--- src/rtl/bus_arbiter_if.sv ---
// Signal bundle between two bus masters, the arbiter and the shared bus.
// The arbiter sits on the slave modport; masters and memory use the master modport.
interface bus_arbiter_if;
  localparam int unsigned DW = 16;

  logic          m0_req;
  logic          m1_req;
  logic          m0_gnt;
  logic          m1_gnt;

  logic [DW-1:0] m0_read_addr;
  logic [DW-1:0] m0_write_addr;
  logic [DW-1:0] m0_write_data;
  logic          m0_write_strobe;
  logic [DW-1:0] m0_read_data;
  logic          m0_read_valid;

  logic [DW-1:0] m1_read_addr;
  logic [DW-1:0] m1_write_addr;
  logic [DW-1:0] m1_write_data;
  logic          m1_write_strobe;
  logic [DW-1:0] m1_read_data;
  logic          m1_read_valid;

  logic [DW-1:0] bus_read_addr;
  logic [DW-1:0] bus_write_addr;
  logic [DW-1:0] bus_write_data;
  logic          bus_write_strobe;
  logic [DW-1:0] bus_read_data;

  modport slave (
    input  m0_req, m1_req,
    input  m0_read_addr, m0_write_addr, m0_write_data, m0_write_strobe,
    input  m1_read_addr, m1_write_addr, m1_write_data, m1_write_strobe,
    input  bus_read_data,
    output m0_gnt, m1_gnt,
    output m0_read_data, m0_read_valid, m1_read_data, m1_read_valid,
    output bus_read_addr, bus_write_addr, bus_write_data, bus_write_strobe
  );

  modport master (
    output m0_req, m1_req,
    output m0_read_addr, m0_write_addr, m0_write_data, m0_write_strobe,
    output m1_read_addr, m1_write_addr, m1_write_data, m1_write_strobe,
    output bus_read_data,
    input  m0_gnt, m1_gnt,
    input  m0_read_data, m0_read_valid, m1_read_data, m1_read_valid,
    input  bus_read_addr, bus_write_addr, bus_write_data, bus_write_strobe
  );
endinterface

--- src/rtl/bus_arbiter.sv ---
// Two-master shared-bus arbiter: fair tie-break, bounded hold under contention,
// zero-gap handover, and read-valid steering to the owner of the previous cycle.
module bus_arbiter #(
  parameter int unsigned MAX_HOLD = 16
) (
  input  logic          i_clk,
  input  logic          i_rst,
  bus_arbiter_if.slave  io
);

  localparam int unsigned CW = 8;

  typedef enum logic [1:0] {
    IDLE = 2'd0,
    OWN0 = 2'd1,
    OWN1 = 2'd2
  } state_e;

  typedef enum logic [1:0] {
    PREV_NONE = 2'd0,
    PREV_M0   = 2'd1,
    PREV_M1   = 2'd2
  } prev_e;

  state_e        state_q, state_d;
  prev_e         prev_q, prev_d;
  logic [CW-1:0] hold_q, hold_d;
  logic          last_q, last_d;   // 1: M1 was granted most recently
  logic          hold_at_max;
  logic          contended;

  always_ff @(posedge i_clk) begin
    if (i_rst) begin
      state_q <= IDLE;
      prev_q  <= PREV_NONE;
      hold_q  <= '0;
      last_q  <= 1'b1;
    end else begin
      state_q <= state_d;
      prev_q  <= prev_d;
      hold_q  <= hold_d;
      last_q  <= last_d;
    end
  end

  assign hold_at_max = (hold_q == CW'(MAX_HOLD - 1));

  // Next-state, hold counter, last-granted and previous-owner tracking.
  always_comb begin
    state_d   = state_q;
    hold_d    = hold_q;
    last_d    = last_q;
    prev_d    = PREV_NONE;
    contended = 1'b0;

    case (state_q)
      IDLE: begin
        if (io.m0_req && io.m1_req) state_d = last_q ? OWN0 : OWN1;
        else if (io.m0_req)         state_d = OWN0;
        else if (io.m1_req)         state_d = OWN1;
      end
      OWN0: begin
        contended = io.m1_req;
        prev_d    = PREV_M0;
        if (io.m1_req && hold_at_max) state_d = OWN1;
        else if (!io.m0_req)          state_d = io.m1_req ? OWN1 : IDLE;
      end
      OWN1: begin
        contended = io.m0_req;
        prev_d    = PREV_M1;
        if (io.m0_req && hold_at_max) state_d = OWN0;
        else if (!io.m1_req)          state_d = io.m0_req ? OWN0 : IDLE;
      end
      default: state_d = IDLE;
    endcase

    if (state_d != state_q) begin
      hold_d = '0;
      if (state_d == OWN0) last_d = 1'b0;
      if (state_d == OWN1) last_d = 1'b1;
    end else if (contended) begin
      hold_d = hold_q + CW'(1);
    end
  end

  assign io.m0_gnt = (state_q == OWN0);
  assign io.m1_gnt = (state_q == OWN1);

  // Shared bus mux; forced quiet while reset is asserted.
  always_comb begin
    io.bus_read_addr    = '0;
    io.bus_write_addr   = '0;
    io.bus_write_data   = '0;
    io.bus_write_strobe = 1'b0;
    if (!i_rst) begin
      case (state_q)
        OWN0: begin
          io.bus_read_addr    = io.m0_read_addr;
          io.bus_write_addr   = io.m0_write_addr;
          io.bus_write_data   = io.m0_write_data;
          io.bus_write_strobe = io.m0_write_strobe;
        end
        OWN1: begin
          io.bus_read_addr    = io.m1_read_addr;
          io.bus_write_addr   = io.m1_write_addr;
          io.bus_write_data   = io.m1_write_data;
          io.bus_write_strobe = io.m1_write_strobe;
        end
        default: ;
      endcase
    end
  end

  // Read data lags the address by one cycle, so validity follows last cycle's owner.
  assign io.m0_read_data  = io.bus_read_data;
  assign io.m1_read_data  = io.bus_read_data;
  assign io.m0_read_valid = !i_rst && (prev_q == PREV_M0);
  assign io.m1_read_valid = !i_rst && (prev_q == PREV_M1);

endmodule

--- src/flat_wrapper.sv ---
// flat-port wrapper written by rule: the top's interface ports become plain ports
module bus_arbiter_flat 
#(
  parameter int unsigned MAX_HOLD = 16
)
  (i_clk, i_rst, io_m0_req, io_m1_req, io_m0_read_addr, io_m0_write_addr, io_m0_write_data, io_m0_write_strobe, io_m1_read_addr, io_m1_write_addr, io_m1_write_data, io_m1_write_strobe, io_bus_read_data, io_m0_gnt, io_m1_gnt, io_m0_read_data, io_m0_read_valid, io_m1_read_data, io_m1_read_valid, io_bus_read_addr, io_bus_write_addr, io_bus_write_data, io_bus_write_strobe);
  bus_arbiter_if io_i ();
  input  logic i_clk;
  input  logic i_rst;
  input wire logic [$bits(io_i.m0_req)-1:0] io_m0_req;
  input wire logic [$bits(io_i.m1_req)-1:0] io_m1_req;
  input wire logic [$bits(io_i.m0_read_addr)-1:0] io_m0_read_addr;
  input wire logic [$bits(io_i.m0_write_addr)-1:0] io_m0_write_addr;
  input wire logic [$bits(io_i.m0_write_data)-1:0] io_m0_write_data;
  input wire logic [$bits(io_i.m0_write_strobe)-1:0] io_m0_write_strobe;
  input wire logic [$bits(io_i.m1_read_addr)-1:0] io_m1_read_addr;
  input wire logic [$bits(io_i.m1_write_addr)-1:0] io_m1_write_addr;
  input wire logic [$bits(io_i.m1_write_data)-1:0] io_m1_write_data;
  input wire logic [$bits(io_i.m1_write_strobe)-1:0] io_m1_write_strobe;
  input wire logic [$bits(io_i.bus_read_data)-1:0] io_bus_read_data;
  output wire logic [$bits(io_i.m0_gnt)-1:0] io_m0_gnt;
  output wire logic [$bits(io_i.m1_gnt)-1:0] io_m1_gnt;
  output wire logic [$bits(io_i.m0_read_data)-1:0] io_m0_read_data;
  output wire logic [$bits(io_i.m0_read_valid)-1:0] io_m0_read_valid;
  output wire logic [$bits(io_i.m1_read_data)-1:0] io_m1_read_data;
  output wire logic [$bits(io_i.m1_read_valid)-1:0] io_m1_read_valid;
  output wire logic [$bits(io_i.bus_read_addr)-1:0] io_bus_read_addr;
  output wire logic [$bits(io_i.bus_write_addr)-1:0] io_bus_write_addr;
  output wire logic [$bits(io_i.bus_write_data)-1:0] io_bus_write_data;
  output wire logic [$bits(io_i.bus_write_strobe)-1:0] io_bus_write_strobe;
  assign io_i.m0_req = io_m0_req;
  assign io_i.m1_req = io_m1_req;
  assign io_i.m0_read_addr = io_m0_read_addr;
  assign io_i.m0_write_addr = io_m0_write_addr;
  assign io_i.m0_write_data = io_m0_write_data;
  assign io_i.m0_write_strobe = io_m0_write_strobe;
  assign io_i.m1_read_addr = io_m1_read_addr;
  assign io_i.m1_write_addr = io_m1_write_addr;
  assign io_i.m1_write_data = io_m1_write_data;
  assign io_i.m1_write_strobe = io_m1_write_strobe;
  assign io_i.bus_read_data = io_bus_read_data;
  assign io_m0_gnt = io_i.m0_gnt;
  assign io_m1_gnt = io_i.m1_gnt;
  assign io_m0_read_data = io_i.m0_read_data;
  assign io_m0_read_valid = io_i.m0_read_valid;
  assign io_m1_read_data = io_i.m1_read_data;
  assign io_m1_read_valid = io_i.m1_read_valid;
  assign io_bus_read_addr = io_i.bus_read_addr;
  assign io_bus_write_addr = io_i.bus_write_addr;
  assign io_bus_write_data = io_i.bus_write_data;
  assign io_bus_write_strobe = io_i.bus_write_strobe;
  bus_arbiter #(.MAX_HOLD(MAX_HOLD)) u_core (.i_clk(i_clk), .i_rst(i_rst), .io(io_i));
endmodule
--- config.mk ---
export PLATFORM = sky130hd
export DESIGN_NAME = bus_arbiter_flat
export DESIGN_NICKNAME = d
export VERILOG_FILES = /design/src/rtl/bus_arbiter_if.sv /design/src/rtl/bus_arbiter.sv /design/src/flat_wrapper.sv
export SDC_FILE = /design/constraint.sdc
export NUM_CORES = 1
export LEC_CHECK = 0
export ABC_AREA = 1
export CAP_MARGIN = 15
export CORE_UTILIZATION = 25
export DETAILED_ROUTE_END_ITERATION = 6
export PLACE_DENSITY_LB_ADDON = 0.15
export SLEW_MARGIN = 15
export SYNTH_ARGS = -nofsm -noshare
export SYNTH_HDL_FRONTEND = slang
export SYNTH_SLANG_ARGS = --single-unit
--- constraint.sdc ---
create_clock -name i_clk -period 2.65 [get_ports i_clk]
set_input_delay 0.3975 -clock i_clk [delete_from_list [all_inputs] [get_ports i_clk]]
set_output_delay 0.3975 -clock i_clk [all_outputs]
set_load 0.03 [all_outputs]
# [Yosys cells after proc, flatten, opt, wreduce, memory -nomap -nowiden]
# Cells that the tools add are included.
[totals] in_bits=118 out_inout_bits=85 regBits=13 word_cells=46
[op_classes] n_mux=23 eq_ne=8 n_addsub=1 n_reduce_logical=10
[op_table] op="$pmux W16 S2" count=3
[op_table] op="$mux W16" count=3
[op_table] op="$mux W2" count=9
[op_table] op="$add A8 B1 Y8 const B" count=1
[op_table] op="$eq A8 B4 Y1 const B" count=1
[op_table] op="$eq A2 B1 Y1 const B" count=3
[op_table] op="$eq A2 B2 Y1 const B" count=3
[op_table] op="$pmux W2 S3" count=1
[op_table] op="$logic_and A1 B1 Y1" count=5
[op_table] op="$mux W1" count=4
[op_table] op="$pmux W1 S2" count=2
[op_table] op="$pmux W2 S2" count=1
[op_table] op="$logic_not A2 Y1" count=1
[op_table] op="$ne A2 B2 Y1" count=1
[op_table] op="$reduce_and A2 Y1" count=1
[op_table] op="$reduce_bool A2 Y1" count=1
[op_table] op="$reduce_or A2 Y1" count=1
[op_table] op="$logic_not A1 Y1" count=1

# [Depth between registers and ports, before layout]
# Gate-level depths: netlist of run 1.
[logic_depth] word_depth=7 ltp_mapped=14 ltp_nobuf=14

# [Worst setup path before layout of run 1]
# Ideal clock, no wire load.
[synth_timing] kind="register to output" from="reg u_core.state_q[0]" to="out io_bus_write_data[10]" t_required_ns=2.253 arrival_ns=2.137 stages_incl_launch_ff=8 slack_ns=0.115 n_path_buf=3 cell_sequence="dfxtp_1 inv_1 ha_1 buf_2 clkbuf_1 clkbuf_1 nand2_1 a21oi_1"
[synth_via] elab_chain_cells=3 elab_cells_between_ends=4
[synth_lines] item="from (decl)" line="bus_arbiter.sv:25" source="state_e state_q, state_d;"
[synth_lines] item="from (signal assigned)" line="bus_arbiter.sv:39" source="state_q <= state_d;"
[synth_lines] item="$eq A2 B2 Y1"
[synth_lines] item="net io_m1_gnt" line="flat_wrapper.sv:22" source="output wire logic [$bits(io_i.m1_gnt)-1:0] io_m1_gnt;"
[synth_lines] item="$pmux W16 S2" line="bus_arbiter.sv:96" source="case (state_q)"
[synth_lines] item="$mux W16" line="bus_arbiter.sv:95" source="if (!i_rst) begin"
[synth_lines] item="to (decl)" line="flat_wrapper.sv:29" source="output wire logic [$bits(io_i.bus_write_data)-1:0] io_bus_write_data;"
# The timed path passes the listed nets, and every way through them passes these cells.

# [Final worst setup path of run 1]
[layout_timing] from="reg u_core.state_q[1]" to="out io_bus_read_addr[3]"
[layout_via] elab_chain_cells=3 elab_cells_between_ends=4
[layout_lines] item="$eq A2 B2 Y1 / $eq A2 B1 Y1 (equally long branches)" line="bus_arbiter.sv:96"
[layout_lines] item="$pmux W16 S2 (*)" line="bus_arbiter.sv:96"
[layout_lines] item="$mux W16 (*)" line="bus_arbiter.sv:95"
[layout_lines] item="to (decl)" line="flat_wrapper.sv:27" source="output wire logic [$bits(io_i.bus_read_addr)-1:0] io_bus_read_addr;"
# Every way passes the cells marked *; elsewhere a longest branch is shown, timed or not.

==> results.py, run 1 <==
metrics = {
    "run": {
        "maxCapViolations": 0,
    },
    "pwr": {
        "ir_worst_vdd_mv": 0.170,
        "p_leak_nw": 1.18,
        "p_per_area_nw_per_um2": 382,
    },
    "synthesis": {
        "synth_top_area_share_pct": 26.1,
        "ys_ff_latch": 13,
        "synthTopCellsByArea": "nand2_1 26%, a21oi_1 15%, dfxtp_1 15%",
        "synthCells": 305,
        "synth_top_area_cell": "nand2_1",
        "ys_seq_area_share_pct": 15.1,
        "ys_warn_count": 0,
        "ys_types": 24,
        "syn_area_per_cell_um2": 5.65,
        "synthesis.area_um2": 1720,
        "synth.net_count": 430,
    },
    "final_layout": {
        "diodes": 0,
        "drive_above_1_share_pct": 17.1,
        "fillCellCount": 692,
        "final_cell_mix": "120 x nand2_1, 105 x clkdlybuf4s50_1, 53 x buf_4, 52 x a21oi_1, 15 x nor2_1",
        "layout_commonest_cell": "nand2_1",
        "final_nets": 546,
        "syn_to_final_growth_pct": 77.0,
        "multi_input_area_um2": 1110,
        "finalNonFillerCells": 497,
        "final-seq-area_um2": 260,
    },
    "clocking": {
        "cts-root-buf": "clkbuf_8",
        "cts.sinks": 13,
        "tritoncts": "built",
        "htreeDepth": 1,
        "cts_setup_buffers": 0,
        "clk_pin_slew_ps": 60,
        "cts_hold_buf": 0,
        "postCtsResizedCells": 0,
        "cts_buffer_depth": 2,
        "clk_latency_ps": 250,
        "numCtsBuffers": 3,
    },
    "die": {
        "ios": 203,
        "die_area_um2": 7230,
        "dieHeight_um": 85.0,
        "die_w_um": 85.0,
        "start_util_pct": 26.5,
        "core_um2": 6490,
        "rows": 29,
    },
    "placed_design": {
        "dpl.hpwl_mm": 4.96,
        "dp.cells": 493,
        "place_congestion": 0.842,
        "portBuffers": 154,
    },
    "worst_setup_path": {
        "path_class": "reg2out",
        "critPathRequiredTime_ps": 2250,
        "r2r-start": "u_core.state_q[0]",
        "slowest_delay_ps": 460,
        "slowest_stage": "dfxtp_1",
        "worstReg2RegEnd": "u_core.last_q",
        "path_cells": "inv_1 > ha_1 > nand2_1 > buf_4 > a21oi_1 > buf_12",
        "crit_fanout": 39,
        "cp-end-kind": "primary output",
        "r2r_cells": 13,
        "worst_setup_path_start_kind": "flip-flop",
        "worst_ep_arrival_time_ps": 1990,
        "ff2ff_setup_slack_ps": 510,
    },
    "global_routing": {
        "grt_pass1_wl_mm": 9.72,
        "grt_pass1_vias": 2051,
        "grt-ovfl-total": 0,
        "grt_max_degree": 40,
        "antenna_found_initial": 0,
        "grt_util_all_layers_pct": 16.5,
    },
    "drt": {
        "route.vias.total": 2203,
        "drt_iter0_markers": 44,
        "wl_per_cell_um": 12.6,
        "drtAntennaViolNets": 0,
        "routed_wl_mm": 6.27,
        "route.detailed.drc": 0,
        "drtPass1Iterations": 4,
        "routed_via_density": 4.43,
    },
    "worst_hold_path": {
        "hold_class": "reg2reg",
        "hold_end": "u_core.last_q",
        "worstHoldStart": "u_core.last_q",
        "min_path_cells": 2,
    },
    "timing": {
        "fmax_mhz": 419,
        "hold_viol": 0,
        "post-route-period-util_pct": 90.2,
        "rsz0062_at_grt": "no",
        "tns_ps": 0,
        "finClkSkew_ps": 5.19,
        "min_period_ps": 2390,
        "setup_viol": 0,
        "worst_pin_slew_ps": 409,
        "relSlewSlack_pct": 72.7,
        "drv_slew": 0,
    },
    "run_status": {
        "run_status": "finished, final reports clean",
    },
}
[critical path: cells and delay by family (launching register included)]
kind / cells / cell delay [ps]
compound gates: 1 / 280
simple gates: 1 / 80
flops: 1 / 460
fa+ha+maj: 1 / 340
buf+inv: 3 / 570
[worst max-delay path by stage]
stage	from	to	slack (ps)	cells past startpoint
5_1_grt	u_core.state_q[1]	io_bus_read_addr[3]	110	6
6_report	u_core.state_q[1]	io_bus_read_addr[3]	260	6
4_1_cts	u_core.state_q[1]	io_bus_read_addr[3]	240	6
2_1_floorplan	u_core.state_q[0]	io_bus_write_data[10]	120	7
3_3_place_gp	i_rst	io_bus_read_addr[11]	360	6
3_5_place_dp	i_rst	io_bus_read_addr[3]	330	6
[per-stage QoR]
| step | hold slack (ps) | worst slack, ps | area [µm²] | total power, W | utilization, % |
|---|---|---|---|---|---|
| global placement | 482 | 359 | 3000 | 0.000999 | 46.3 |
| global route | 510 | 111 | 3050 | 0.00126 | 46.9 |
| floorplan | 428 | 115 | 1720 | 0.000752 | - |
| CTS | 489 | 239 | 3050 | 0.00118 | 46.9 |
| detailed placement | 475 | 330 | 3000 | 0.000993 | 46.3 |
| finish | 487 | 261 | 3050 | 0.00117 | 46.9 |
[cells in the mapped netlist, drive strengths merged]
cell      n
inv      14
clkbuf   11
or2       1
nand4     3
nand2   124
nand3     8
dfxtp    13
a21oi    54
xnor2     3
ha        7
nor3      3
a21boi    1
nor2     18
buf      38
o21ai     3
o22ai     1
xor2      3
[cells by family (layout without fill, tap and decap cells)]
group | count (synthesis) | after routing | share of synthesized area (%)
and+or+nand+nor | 157 | 157 | 37.6
buffers and inverters | 63 | 178 | 21.0
AOI/OAI and AO/OA | 59 | 59 | 18.2
DFF | 13 | 13 | 15.1
adders and majority gates | 7 | 7 | 5.08
xor gates and xnor gates | 6 | 6 | 3.05
[power breakdown]
group          total [W]  internal [W]  leakage, nW  switching, W
clock network   0.000182      0.000106       0.0228     0.0000752
logic           0.000754      0.000322         1.05      0.000431
registers       0.000231      0.000213        0.106     0.0000180
total            0.00117      0.000642         1.18      0.000525
[area by class of cell]
type,instances,share of cell area [%]
sequential,13,8.54
clock buffer,4,1.48
multi-input combinational,229,36.3
inverter,14,1.72
timing repair buffer,160,48.8
tap,77,3.16
[registers in the layout, indices dropped and copies added, names as in the netlist]
name	count
u_core.state_q	2
u_core.hold_q	8
u_core.prev_q	2
u_core.last_q	1
[routing by layer]
metal / track usage (%) / share of wire (%) / up-vias
met5: 0 / 0 / -
met3: 3.02 / 6.6 / 13
met4: 4.62 / 2.1 / 0
li1: - / - / 1165
met1: 20.7 / 44 / 926
met2: 28.7 / 47 / 99
(Power assumes the default switching activity.)
==> run 2, diff against run 1 <==
Settings changed: CELL_PAD_IN_SITES_DETAIL_PLACEMENT from default to 0, CELL_PAD_IN_SITES_GLOBAL_PLACEMENT from default to 1, CORE_ASPECT_RATIO from default to 1.1, CORE_UTILIZATION 25 to 17.
==> run 2 against run 1 <==
The run now ends with DRC left. Sequential share of layout area is 0.12 points lower. Setup slack improved by 70 ps. Hold slack got worse by 2.8 ps. Non-clock buffer count unchanged. Design area is 1.4% higher. Total power is essentially flat. Sequential power about the same. Global-route usage fell by 5.3 points. Critical endpoint is now io_m0_gnt.
==> results.py, run 2 (same netlist as run 1, synthesis figures left out) <==
metrics = {
    "placed_design": {
        "dpl.hpwl_mm": 4.84,
        "dp.cells": 536,
        "post_dp_cell_area_um2": 3050,
        "place_congestion": 0.717,
        "portBuffers": 154,
    },
    "worst_setup_path": {
        "critPathRequiredTime_ps": 2250,
        "slowest_delay_ps": 750,
        "worst_ep_arrival_time_ps": 1920,
        "critical_path.top_delay_family": "buffers and inverters",
        "slowest_stage": "clkdlybuf4s50_1",
        "path_class": "reg2out",
        "worst_setup_path_start_kind": "flip-flop",
        "critPathBufInv": 2,
        "crit_path_start": "u_core.state_q[1]",
        "crit_fanout": 14,
        "r2r-start": "u_core.state_q[1]",
        "path_cells": "inv_1 > ha_2 > clkdlybuf4s50_1",
        "cp-end-kind": "primary output",
    },
    "drt": {
        "routed_wl_mm": 6.19,
        "drt_iter0_markers": 53,
        "routed_via_density": 4.13,
        "drtAntennaViolNets": 0,
        "route.vias.total": 2229,
        "wl_per_cell_um": 11.5,
        "dr_wl_met2_mm": 3.02,
        "drtPass1Iterations": 6,
        "wl_met3_um": 531,
        "routed.top_layer": "met4",
        "wirelength_met1_mm": 2.59,
        "route.detailed.drc": 7,
    },
    "final_layout": {
        "finalInstanceArea_um2": 3090,
        "layout_commonest_cell": "nand2_1",
        "largest_reg_flops": 8,
        "syn_to_final_growth_pct": 79.4,
        "final_nets": 546,
        "drive_above_1_share_pct": 17.4,
        "final_cell_mix": "120 x nand2_1, 105 x clkdlybuf4s50_1, 54 x buf_4, 52 x a21oi_1, 15 x nor2_1",
        "finalNonFillerCells": 540,
        "diodes": 0,
        "largest_register": "u_core.hold_q",
        "largestRegisters": "u_core.hold_q: 8 flops, u_core.prev_q: 2 flops, u_core.state_q: 2 flops",
    },
    "timing": {
        "post-route-period-util_pct": 87.5,
        "tns_ps": 0,
        "relSlewSlack_pct": 73.3,
        "setup_viol": 0,
        "finClkSkew_ps": 0.783,
        "min_period_ps": 2320,
        "worst_pin_slew_ps": 401,
        "hold_viol": 0,
        "fmax_mhz": 431,
        "drv_slew": 0,
        "rsz0062_at_grt": "no",
    },
    "pwr": {
        "total_power_w": 0.00117,
        "p_per_area_nw_per_um2": 377,
        "ir_worst_vdd_mv": 0.157,
        "p_leak_nw": 1.18,
    },
    "clocking": {
        "cts_setup_buffers": 0,
        "htreeDepth": 1,
        "cts_hold_buf": 0,
        "postCtsResizedCells": 0,
        "numCtsBuffers": 3,
        "clk_pin_slew_ps": 60,
        "cts-root-buf": "clkbuf_8",
        "cts.sinks": 13,
        "clk_latency_ps": 240,
        "tritoncts": "built",
        "cts_buffer_depth": 2,
    },
    "worst_hold_path": {
        "worstHoldStart": "u_core.last_q",
        "hold_class": "reg2reg",
    },
    "global_routing": {
        "grt_util_all_layers_pct": 11.2,
        "grt_pass1_vias": 2099,
        "grt-ovfl-total": 0,
        "grt_max_degree": 50,
        "antenna_found_initial": 0,
        "grt_pass1_wl_mm": 9.76,
    },
    "run_status": {
        "violations": "DRC",
        "run_status": "finished with violations",
    },
    "die": {
        "rows": 38,
        "start_util_pct": 17.5,
        "core_um2": 9840,
        "ios": 203,
        "die_area_um2": 10500,
        "dieHeight_um": 108,
        "die_w_um": 98.0,
    },
    "run": {
        "maxCapViolations": 0,
    },
}
run 2: changes by cell type in the layout (fill, tap and decap cells not counted), sizes merged:
cell and change:
clkinv +1, clkbuf -1
run 2: per-stage QoR:
stage	util, %	worst slack, ps	hold WS [ps]
after detailed placement	30.9	410	473
after CTS	31.4	297	495
after global routing	31.4	172	516
final	31.4	331	484
after global placement	30.9	411	483
after floorplan	-	115	428
run 2: final cells by class:
cell class,count,area (µm²)
flip-flops and latches,13,260
fillers,1067,6750
multi-input cells,229,1110
clock inverters,1,5.00
inverters,14,52.6
repair buffers,160,1480
clock buffers,3,41.3
well taps,120,150
run 2: path summary, 6_finish.rpt:
kind | slack [ps] | endpoint | cells past startpoint
hold / removal | 480 | u_core.last_q | 2
hold reg to reg | 480 | u_core.last_q | 2
setup / recovery | 330 | io_m0_gnt | 3
setup reg to reg | 550 | u_core.last_q | 12
run 2: layer usage:
| layer | vias to the layer above | GRT usage, % |
|---|---|---|
| met5 | - | 0 |
| met4 | 0 | 2.49 |
| met3 | 7 | 2.08 |
| met2 | 110 | 20.4 |
| met1 | 947 | 13.7 |
| li1 | 1165 | - |
run 2: power breakdown:
group / internal, W / leakage (nW) / switching (W) / total, W
sequential: 0.000213 / 0.106 / 0.0000173 / 0.000230
clock: 0.000104 / 0.0255 / 0.0000807 / 0.000185
combinational: 0.000320 / 1.05 / 0.000431 / 0.000751
total: 0.000637 / 1.18 / 0.000529 / 0.00117
run 2: worst register-to-register path, stage by stage (launching register included):
cell and delay [ps]:
dfxtp_1 390, inv_1 160, ha_2 380, inv_1 140, nor3_1 150, a21oi_1 80
nand2_1 100, nand2_2 70, ha_1 290, inv_1 70, nand2_1 50, nand2_1 50
nand3_1 60
==> run 3, diff against run 2 <==
Settings changed: CORE_MARGIN from default to 2.
==> run 3 against run 2 <==
The run now ends clean. Hold slack improved by 7.5 ps. Largest cell class unchanged. Combinational power rose by 6.9%. Global-route usage barely moved. Largest power group unchanged.
==> results.py, run 3 (same netlist as run 1, synthesis figures left out) <==
metrics = {
    "die": {
        "start_util_pct": 17.4,
        "die_w_um": 100,
        "ios": 203,
        "core_um2": 9890,
        "die_area_um2": 11000,
        "dieHeight_um": 110,
        "rows": 38,
    },
    "clocking": {
        "clk_pin_slew_ps": 60,
        "cts-root-buf": "clkbuf_8",
        "clk_latency_ps": 240,
        "htreeDepth": 1,
        "cts_setup_buffers": 0,
        "numCtsBuffers": 3,
        "tritoncts": "built",
        "cts.sinks": 13,
        "postCtsResizedCells": 0,
        "cts_buffer_depth": 2,
        "cts_hold_buf": 0,
    },
    "final_layout": {
        "syn_to_final_growth_pct": 83.9,
        "drive_above_1_share_pct": 18.5,
        "largestRegisters": "u_core.hold_q: 8 flops, u_core.prev_q: 2 flops, u_core.state_q: 2 flops",
        "largest_reg_flops": 8,
        "final_cell_mix": "119 x nand2_1, 105 x clkdlybuf4s50_1, 58 x buf_4, 52 x a21oi_1, 15 x nor2_1",
        "layout_commonest_cell": "nand2_1",
        "largest_register": "u_core.hold_q",
        "diodes": 0,
        "finalNonFillerCells": 546,
        "final_nets": 552,
    },
    "pwr": {
        "ir_worst_vdd_mv": 0.198,
        "p_leak_nw": 1.22,
        "p_per_area_nw_per_um2": 382,
    },
    "drt": {
        "routed_via_density": 4.07,
        "drtPass1Iterations": 4,
        "wl_per_cell_um": 12.2,
        "route.vias.total": 2222,
        "drt_iter0_markers": 51,
        "route.detailed.drc": 0,
        "routed_wl_mm": 6.64,
        "drtAntennaViolNets": 0,
    },
    "worst_setup_path": {
        "worst_ep_arrival_time_ps": 1990,
        "critPathRequiredTime_ps": 2250,
        "crit_fanout": 16,
        "cp-end-kind": "primary output",
        "path_class": "reg2out",
        "worst_setup_path_start_kind": "flip-flop",
    },
    "run": {
        "maxCapViolations": 0,
    },
    "timing": {
        "worst_pin_slew_ps": 345,
        "post-route-period-util_pct": 90.2,
        "min_period_ps": 2390,
        "finClkSkew_ps": 1.28,
        "fmax_mhz": 419,
        "hold_viol": 0,
        "rsz0062_at_grt": "no",
        "relSlewSlack_pct": 76.9,
        "drv_slew": 0,
        "tns_ps": 0,
        "setup_viol": 0,
    },
    "global_routing": {
        "grt-ovfl-total": 0,
        "grt_max_degree": 50,
        "grt_util_all_layers_pct": 11.3,
        "grt_pass1_vias": 2133,
        "grt_pass1_wl_mm": 10.0,
        "antenna_found_initial": 0,
    },
    "worst_hold_path": {
        "hold_class": "reg2reg",
    },
    "placed_design": {
        "place_congestion": 0.736,
        "dpl.hpwl_mm": 5.32,
        "dp.cells": 542,
        "portBuffers": 154,
    },
    "run_status": {
        "run_status": "finished, final reports clean",
    },
}
run 3: critical path, cell delays in order, from the launching register on:
cell	delay (ps)
dfxtp_1	470
inv_1	150
ha_1	390
nand2_4	180
buf_4	230
a21oi_1	140
buf_4	180
run 3: metal layers:
| layer | up-vias | GRT usage, % | part of all wire, % |
|---|---|---|---|
| met2 | 106 | 19.6 | 47 |
| li1 | 1178 | - | - |
| met4 | 0 | 3.23 | 2.1 |
| met3 | 17 | 2.86 | 8.6 |
| met5 | - | 0 | 0 |
| met1 | 921 | 13.8 | 42 |
run 3: path summary, 6_finish.rpt:
check | from | endpoint | slack, ps | depth (start not counted)
min reg2reg | u_core.hold_q[1] | u_core.hold_q[1] | 490 | 2
max reg2reg | u_core.state_q[1] | u_core.last_q | 650 | 12
max | u_core.state_q[1] | io_bus_write_data[3] | 260 | 6
min | u_core.hold_q[1] | u_core.hold_q[1] | 490 | 2
run 3: final cells by class:
cell class | count | area, µm²
Clock buffer | 4 | 45.0
Fill cell | 1128 | 6720
Inverter | 14 | 52.6
Multi-Input combinational cell | 229 | 1110
Sequential cell | 13 | 260
Tap cell | 120 | 150
Timing Repair Buffer | 166 | 1550
run 3: metrics by stage:
| stage | power, W | setup WS [ps] | cell area [µm²] | hold slack [ps] | utilization [%] |
|---|---|---|---|---|---|
| after CTS | 0.00123 | 67.9 | 3160 | 494 | 32.0 |
| after detailed placement | 0.00104 | 161 | 3120 | 488 | 31.5 |
| after global routing | 0.00132 | 105 | 3170 | 521 | 32.0 |
| after global placement | 0.00105 | 262 | 3120 | 480 | 31.5 |
| final | 0.00121 | 261 | 3170 | 492 | 32.0 |
| after floorplan | 0.000752 | 115 | 1720 | 428 | - |
run 3: where the power goes:
group	internal (W)	total [W]	switching (W)
sequential	0.000213	0.000229	0.0000157
clock	0.000106	0.000178	0.0000721
combinational	0.000353	0.000803	0.000450
